File: src/rtl/argmax_stage.sv
// Argmax over one captured vector of N_OUT signed 16-bit activations.
// Each rising edge of in_done snapshots y; one element is compared per cycle and the result is held until accepted.
module argmax_stage #(
  parameter int N_OUT = 4,
  localparam int IDX_W = (N_OUT > 1) ? $clog2(N_OUT) : 1
) (
  input  logic                 clk,
  input  logic                 rst,
  input  logic                 in_done,
  input  logic [N_OUT*16-1:0]  y,
  output logic                 out_valid,
  input  logic                 out_ready,
  output logic [IDX_W-1:0]     idx,
  output logic signed [15:0]   max_val,
  output logic                 busy,
  output logic                 dropped,
  output logic [1:0]           state_dbg
);

  // Handshake: the result is transferred on a rising clk edge where out_valid and
  // out_ready are both high; out_valid, idx and max_val do not change until then.

  typedef enum logic [1:0] {
    IDLE = 2'd0,
    SCAN = 2'd1,
    HOLD = 2'd2
  } state_t;

  localparam logic [IDX_W-1:0] LAST = IDX_W'(N_OUT - 1);

  state_t                 state, state_nx;
  logic                   done_q;
  logic                   start;
  logic [IDX_W-1:0]       cnt;
  logic [IDX_W-1:0]       best_idx;
  logic signed [15:0]     best_val;
  logic signed [15:0]     vec_q [N_OUT];

  assign start = in_done & ~done_q;

  always_ff @(posedge clk or posedge rst) begin
    if (rst) state <= IDLE;
    else     state <= state_nx;
  end

  always_comb begin
    state_nx = state;
    unique case (state)
      IDLE:    if (start) state_nx = (N_OUT == 1) ? HOLD : SCAN;
      SCAN:    if (cnt == LAST) state_nx = HOLD;
      HOLD:    if (out_ready) state_nx = IDLE;
      default: state_nx = IDLE;
    endcase
  end

  always_ff @(posedge clk or posedge rst) begin
    if (rst) begin
      done_q   <= 1'b0;
      dropped  <= 1'b0;
      cnt      <= '0;
      best_idx <= '0;
      best_val <= '0;
      for (int k = 0; k < N_OUT; k++) vec_q[k] <= '0;
    end else begin
      done_q  <= in_done;
      // Any start seen outside IDLE, including the handshake edge, is discarded.
      dropped <= start && (state != IDLE);
      unique case (state)
        IDLE: begin
          if (start) begin
            for (int k = 0; k < N_OUT; k++) vec_q[k] <= y[16*k +: 16];
            best_val <= y[15:0];
            best_idx <= '0;
            cnt      <= IDX_W'(1);
          end
        end
        SCAN: begin
          // Strict compare keeps the lowest index on ties.
          if (vec_q[cnt] > best_val) begin
            best_val <= vec_q[cnt];
            best_idx <= cnt;
          end
          if (cnt != LAST) cnt <= cnt + 1'b1;
        end
        default: ;
      endcase
    end
  end

  assign out_valid = (state == HOLD);
  assign busy      = (state != IDLE);
  assign idx       = best_idx;
  assign max_val   = best_val;
  assign state_dbg = state;

endmodule

File: config.mk
export PLATFORM = sky130hd
export DESIGN_NAME = argmax_stage
export DESIGN_NICKNAME = d
export VERILOG_FILES = /design/src/rtl/argmax_stage.sv
export SDC_FILE = /design/constraint.sdc
export NUM_CORES = 1
export LEC_CHECK = 0
export ABC_AREA = 1
export BUFFER_PORTS_ARGS = -buffer_cell sky130_fd_sc_hd__buf_2
export CAP_MARGIN = 5
export CORE_AREA = 8 8 114 116
export DETAILED_ROUTE_END_ITERATION = 10
export DIE_AREA = 0 0 122 124
export HOLD_SLACK_MARGIN = 0.03
export PLACE_DENSITY = 0.67
export SETUP_SLACK_MARGIN = 0.4
export SYNTH_ARGS = -nofsm -noshare
export SYNTH_HDL_FRONTEND = slang
export SYNTH_SLANG_ARGS = --single-unit
File: constraint.sdc
create_clock -name clk -period 3.8 [get_ports clk]
set_input_delay 0.57 -clock clk [delete_from_list [all_inputs] [get_ports clk]]
set_output_delay 0.57 -clock clk [all_outputs]
set_load 0.01 [all_outputs]
==> flow_summary.ini, run 1 <==
[sta]
skew_ns = 0.00683
rsz0062_at_grt = no
slew_violations = 0
setup_viol = 0
slew_headroom_pct = 36.4
setup_ws_ns = 0.855
post-route-min-period_ns = 2.95
finalHoldViolCount = 0
fmax_mhz = 340
tightest_slew_ns = 0.954
period_share_pct = 77.5
fin_tns_setup_ns = 0

[placed_design]
numPortBuffers = 90
dpl.hpwl_um = 8230
post-place-ws_ns = 0.793
place_congestion = 0.856

[die]
fp.dieArea_um2 = 15100
core_um2 = 11200
rows = 39
die_width_um = 122
ioPinCount = 91
start_util_pct = 39.3
die_y_um = 124

[detailed_routing]
drt_wl_total_um = 10800
post_drt_wl_per_cell_um = 15.4
vias = 3540
drc = 0
dr.pass1.iters = 5
antenna_left = 0
drt-vias-per-instance = 5.04
drt_iter0_drc = 332

[logic_synthesis]
synthCells = 472
synth_nets = 557
yosys_warnings = 0
synth_top_area_share_pct = 50.1
yosys.cell_count.top_type = nand2_1
netlist_top_cells_count = nand2_1, dfrtp_1, o21ai_0
synth_edf_count = 0
syn_area_per_cell_um2 = 9.31
synthFlopType = dfrtp_1
async_flop_share_pct = 100
yosysTopAreaCell = dfrtp_1
synth_seq_cells = 88
synth_area_um2 = 4390
ys_top_cells_by_area = dfrtp_1, mux2_2, nand2_1, o21ai_0, ha_1
yosysSeqAreaShare_pct = 50.1
synth.distinct_cells = 27

[cts]
clkTransAtPathRegs_ns = 0.06
clk_path_buf_depth = 2
clockRootBuffer = clkbuf_16
cts.hold.buffers_added = 0
clk_latency_ns = 0.33
cts_sinks = 88
cts_tree = done
numCtsBuffers = 9
htree_levels = 3

[critical_path]
cp_slowest_stage_delay_ns = 0.67
path_delay_family = simple AND/OR/NAND/NOR gates
crit_chain = clkinvlp_4 -> buf_4 -> o21ai_0 -> o22ai_1 -> ha_1 -> a21oi_1 -> nor2_1 -> nor2_1 -> nand2_1 -> nand2_1 -> nand2_1 -> nand2_1 -> nand3_4 -> nand2_4 -> nand2_1 -> nand2_1
critPathSlowestCell = dfrtp_1
worstSetupPathType = register to register
cp.required_ns = 4.07
crit_top_cell = nand2_1
cp-start-kind = register
end_kind = register
critical_path_buf_inv_count = 2
rr_worst_depth = 16
crit_cells = 16
critPathMaxFanout = 19
worstPathArrival_ns = 3.21

[cells_and_area]
drive_above_1_share_pct = 30.2
nFillCells = 1048
finalNetCount = 641
fin_util_pct = 47.1
area.growth.synth_to_final_pct = 19.8
n_antenna_cell = 0

[global_routing]
grt_pass1_wl_um = 17600
overflow = 0
antenna_found_initial = 0
grt_max_degree = 63
first_global_vias = 3480
track_usage_pct = 14.6

[run_status]
status = finished clean

[power_and_ir_drop]
p_leak_uw = 0.00264
ir_worst_vdd_mv = 0.347
powerDensity_nw_per_um2 = 922

[worst_hold_path]
whs_path_depth = 1
hold_class = input pin to register

[job]
maxCapViolCount = 0
==> layout by cell type (no fill, tap or decap) <==
master      netlist  final
nand2_1          91     91
buf_2            13     90
dfrtp_1          88     88
o21ai_0          64     64
mux2_2           49     49
nor2_1           41     41
inv_1            42     40
nand3_1          21     21
ha_1             17     17
o22ai_1          15     15
clkbuf_16         0      9
a21oi_1           8      8
buf_4             0      6
clkinv_2          0      3
nand2_4           1      2
nor2_2            2      2
clkinvlp_4        0      2
a21o_1            1      1
clkinv_1          1      1
inv_2             1      1
nor2_4            1      1
nand4_1           1      1
nand3_4           1      1
a32o_1            1      1
nor3_1            1      1
o31ai_1           1      1
inv_6             0      1
clkbuf_8          0      1
bufinv_16         0      1
==> cells by family after synthesis <==
| kind of cell | count (synthesis) | share of synthesized area [%] |
|---|---|---|
| buffers and inverters | 67 | 6.29 |
| multiplexers | 49 | 12.6 |
| AO/OA/AOI/OAI | 90 | 10.9 |
| AND/OR/NAND/NOR | 161 | 15.3 |
| adder cells (fa/ha/maj) | 17 | 4.84 |
| flip-flops | 88 | 50.1 |
==> layout make-up <==
class | instances | area (um2) | share of cell area (%)
well taps | 143 | 179 | 3.40
multi-input cells | 317 | 1920 | 36.5
clock buffers | 10 | 239 | 4.54
clock inverters | 5 | 56.3 | 1.07
repair buffers | 96 | 495 | 9.42
inverters | 44 | 170 | 3.23
flip-flops and latches | 88 | 2200 | 41.9
==> worst paths after layout <==
path,start,endpoint,slack [ns]
worst max-delay path,cnt[1]$_DFFE_PP0P_,max_val[11]$_DFFE_PP0P_,0.85
worst min-delay path,in_done,done_q$_DFF_PP0_,0.36
worst max register to register,cnt[1]$_DFFE_PP0P_,max_val[11]$_DFFE_PP0P_,0.85
worst min register to register,done_q$_DFF_PP0_,dropped$_DFF_PP0_,0.44
max in group asynchronous,rst,vec_q[27]$_DFFE_PP0P_,2.41
min in group asynchronous,rst,vec_q[12]$_DFFE_PP0P_,0.41
==> report_power, final <==
part,switching (uW),leakage (uW),internal (uW)
Combinational,1330,0.00143,933
Clock,354,0.000145,524
Sequential,311,0.00107,1400
==> registers in the layout (all words and copies together) (netlist names) <==
signal / flops
max_val: 16
vec_q: 64
done_q: 1
state_dbg: 2
cnt: 2
dropped: 1
idx: 2
==> per-layer routing <==
metal  wire length [um]  global-route usage [%]  vias to the layer above  share of wire (%)
li1                   -                       -                     1731                  -
met1               5020                    19.8                     1675                 47
met2               4960                    22.5                      122                 46
met3                654                    2.77                       12                6.1
met4                159                    5.86                        0                1.5
met5                  0                       0                        -                  0
==> metrics by stage <==
step           cell area, um2  total power [uW]  hold slack [ns]  instances
2_1_floorplan            4390              3360            0.409        472
6_report                 5260              4850            0.362        703
3_3_place_gp             4950              3860            0.419        686
3_5_place_dp             4950              3960            0.440        686
5_1_grt                  5260              5290            0.358        703
4_1_cts                  5240              4860            0.355        701
==> repair_timing <==
item / in CTS / in global routing
setup endpoints to repair: 0 / 1
hold endpoints to repair: 0 / 0
setup buffers: 0 / 2
gates resized for setup: 0 / 1
Note: power is estimated with default switching activity, not from simulation.
==> run 2: changes to the inputs <==
==> constraint.sdc (replaced) <==
create_clock -name clk -period 2.73 [get_ports clk]
set_input_delay 0.4095 -clock clk [delete_from_list [all_inputs] [get_ports clk]]
set_output_delay 0.4095 -clock clk [all_outputs]
set_load 0.01 [all_outputs]
==> run 2 against run 1 <==
  * Sequential cell count stayed put
  * Die area did not move
  * Non-clock buffer count increased by 31
  * Worst setup slack worse by 0.65 ns
  * Maximum frequency rose by 17%
  * Sequential share of layout area shrank 5.4 points
  * Total power grew 73%
  * Via count rose by 8.6%
  * Combinational power rose by 110%
  * Sequential power increased by 42%
  * Clock-buffer cell count is 2 higher
  * Critical path type unchanged
==> flow_summary.ini, run 2 (synthesis results as in run 1) <==
[cells_and_area]
drive_above_1_share_pct = 45.0
largest-register = vec_q
layout_common_cells = buf_2, dfrtp_1, nand2_1, mux2_2, inv_1
finalNetCount = 672
multiInputGateArea_um2 = 2280
area.growth.synth_to_final_pct = 37.5
layout_commonest_cell = buf_2
largest_register_ffs = 64
seq_area_um2 = 2200
n_antenna_cell = 0
nFillCells = 897
fin_util_pct = 54.0

[job]
maxCapViolCount = 0

[power_and_ir_drop]
pwr-share-clk_pct = 13.7
swShare_pct = 41.9
combPwrFrac_pct = 57.4
ir_worst_vdd_mv = 0.552
powerDensity_nw_per_um2 = 1390
switching_power_uw = 3510
seqPwrFrac_pct = 28.9
power.internal_uw = 4870
power_uw = 8380
p_leak_uw = 0.00294

[detailed_routing]
dr.pass1.iters = 5
drt-vias-per-instance = 5.24
drc = 0
vias = 3845
post_drt_wl_per_cell_um = 17.7
drt_wl_total_um = 13000
drt_iter0_drc = 343
antenna_left = 0

[placed_design]
dpl.hpwl_um = 8350
numPortBuffers = 90
place_congestion = 0.858

[die]
start_util_pct = 39.3
fp.dieArea_um2 = 15100
core_um2 = 11200
die_width_um = 122
rows = 39
die_y_um = 124
ioPinCount = 91

[critical_path]
crit_chain = buf_6 -> buf_12 -> o21ai_4 -> o22ai_2 -> ha_1 -> nand2_1 -> nand2_1 -> nand3_1 -> nand2_1 -> a21oi_2 -> nand2_2 -> nand2_2 -> nand3_4 -> buf_6 -> nand3_1 -> nand2_1
reg2reg_slack_ns = 0.20
cp-start-kind = register
cp.required_ns = 2.95
r2r-end = max_val[15]$_DFFE_PP0P_
worstSetupPathType = register to register
rr_worst_depth = 16
r2r-start = cnt[0]$_DFFE_PP0P_
cp_slowest_stage_delay_ns = 0.41
crit_top_cell = nand2_1
end_kind = register
critPathMaxFanout = 6
critPathSlowestCell = dfrtp_1
worstPathArrival_ns = 2.75

[sta]
tightest_slew_ns = 0.685
setup_viol = 0
period_share_pct = 92.5
slew_violations = 0
post-route-min-period_ns = 2.53
rsz0062_at_grt = yes
skew_ns = 0.00801
fin_tns_setup_ns = 0
fmax_mhz = 396
slew_headroom_pct = 54.2
finalHoldViolCount = 0

[global_routing]
grt_max_degree = 61
antenna_found_initial = 0
first_global_vias = 3711
overflow = 0
track_usage_pct = 15.8
grt_pass1_wl_um = 18900

[cts]
numCtsBuffers = 9
clk_latency_ns = 0.34
cts_sinks = 88
clkTransAtPathRegs_ns = 0.07
clk_path_buf_depth = 2
cts.hold.buffers_added = 0
clockRootBuffer = clkbuf_16
htree_levels = 3
cts_tree = done

[run_status]
status = finished clean

[worst_hold_path]
hold_class = input pin to async pin
[run 2: how the worst max path moves through the flow]
stage,cells past startpoint,from,slack [ns],end
3_3_place_gp,16,cnt[0]$_DFFE_PP0P_,0.21,idx[0]$_DFFE_PP0P_
4_1_cts,16,cnt[0]$_DFFE_PP0P_,0.27,max_val[11]$_DFFE_PP0P_
6_report,16,cnt[0]$_DFFE_PP0P_,0.20,max_val[15]$_DFFE_PP0P_
3_5_place_dp,16,cnt[0]$_DFFE_PP0P_,0.13,max_val[11]$_DFFE_PP0P_
2_1_floorplan,16,cnt[0]$_DFFE_PP0P_,0.42,max_val[14]$_DFFE_PP0P_
5_1_grt,16,cnt[0]$_DFFE_PP0P_,0.1,max_val[15]$_DFFE_PP0P_
[run 2: timing repair]
item	CTS	global route
setup buffers	13	6
resized for setup	19	93
pin swaps	12	18
hold endpoints to repair	0	0
cloned	2	6
setup endpoints to repair	18	18
[run 2: area by class of cell]
type / instances / share of cell area [%]
inverter: 44 / 2.84
clock inverter: 3 / 0.290
sequential: 88 / 36.5
clock buffer: 12 / 4.25
multi-input combinational: 317 / 37.7
timing repair buffer: 127 / 15.5
tap: 143 / 2.96
[run 2: worst max-delay path: cells and delay by family (launching register included)]
family                   cells  cell delay (ns)
AO/OA/AOI/OAI                3             0.48
adder cells (fa/ha/maj)      1             0.29
buffers and inverters        3             0.48
flip-flops                   1             0.41
AND/OR/NAND/NOR              9             0.73
[run 2: metrics by stage]
| step | cell area, um2 | worst slack [ns] | cells | hold slack (ns) |
|---|---|---|---|---|
| 3_5_place_dp | 5040 | 0.127 | 692 | 0.434 |
| 5_1_grt | 6040 | 0.0958 | 734 | 0.200 |
| 2_1_floorplan | 4400 | 0.422 | 472 | 0.409 |
| 4_1_cts | 5550 | 0.273 | 722 | 0.188 |
| 6_report | 6040 | 0.204 | 734 | 0.169 |
| 3_3_place_gp | 5040 | 0.210 | 692 | 0.418 |
[run 2: per-layer routing]
layer  GRT usage (%)  part of all wire, %  up-vias
met2            25.1                   49      144
met1            20.5                   42     1869
met3            3.90                  6.3       28
li1                -                    -     1804
met5               0                    0        -
met4            5.78                  2.9        0
[run 2: power by group through the flow]
stage          Sequential, uW  Clock [uW]  Combinational, uW
2_1_floorplan            2290           0               2380
3_3_place_gp             2340           0               3140
3_5_place_dp             2350           0               3270
4_1_cts                  2340        1170               3780
5_1_grt                  2500        1220               5230
6_report                 2420        1150               4810
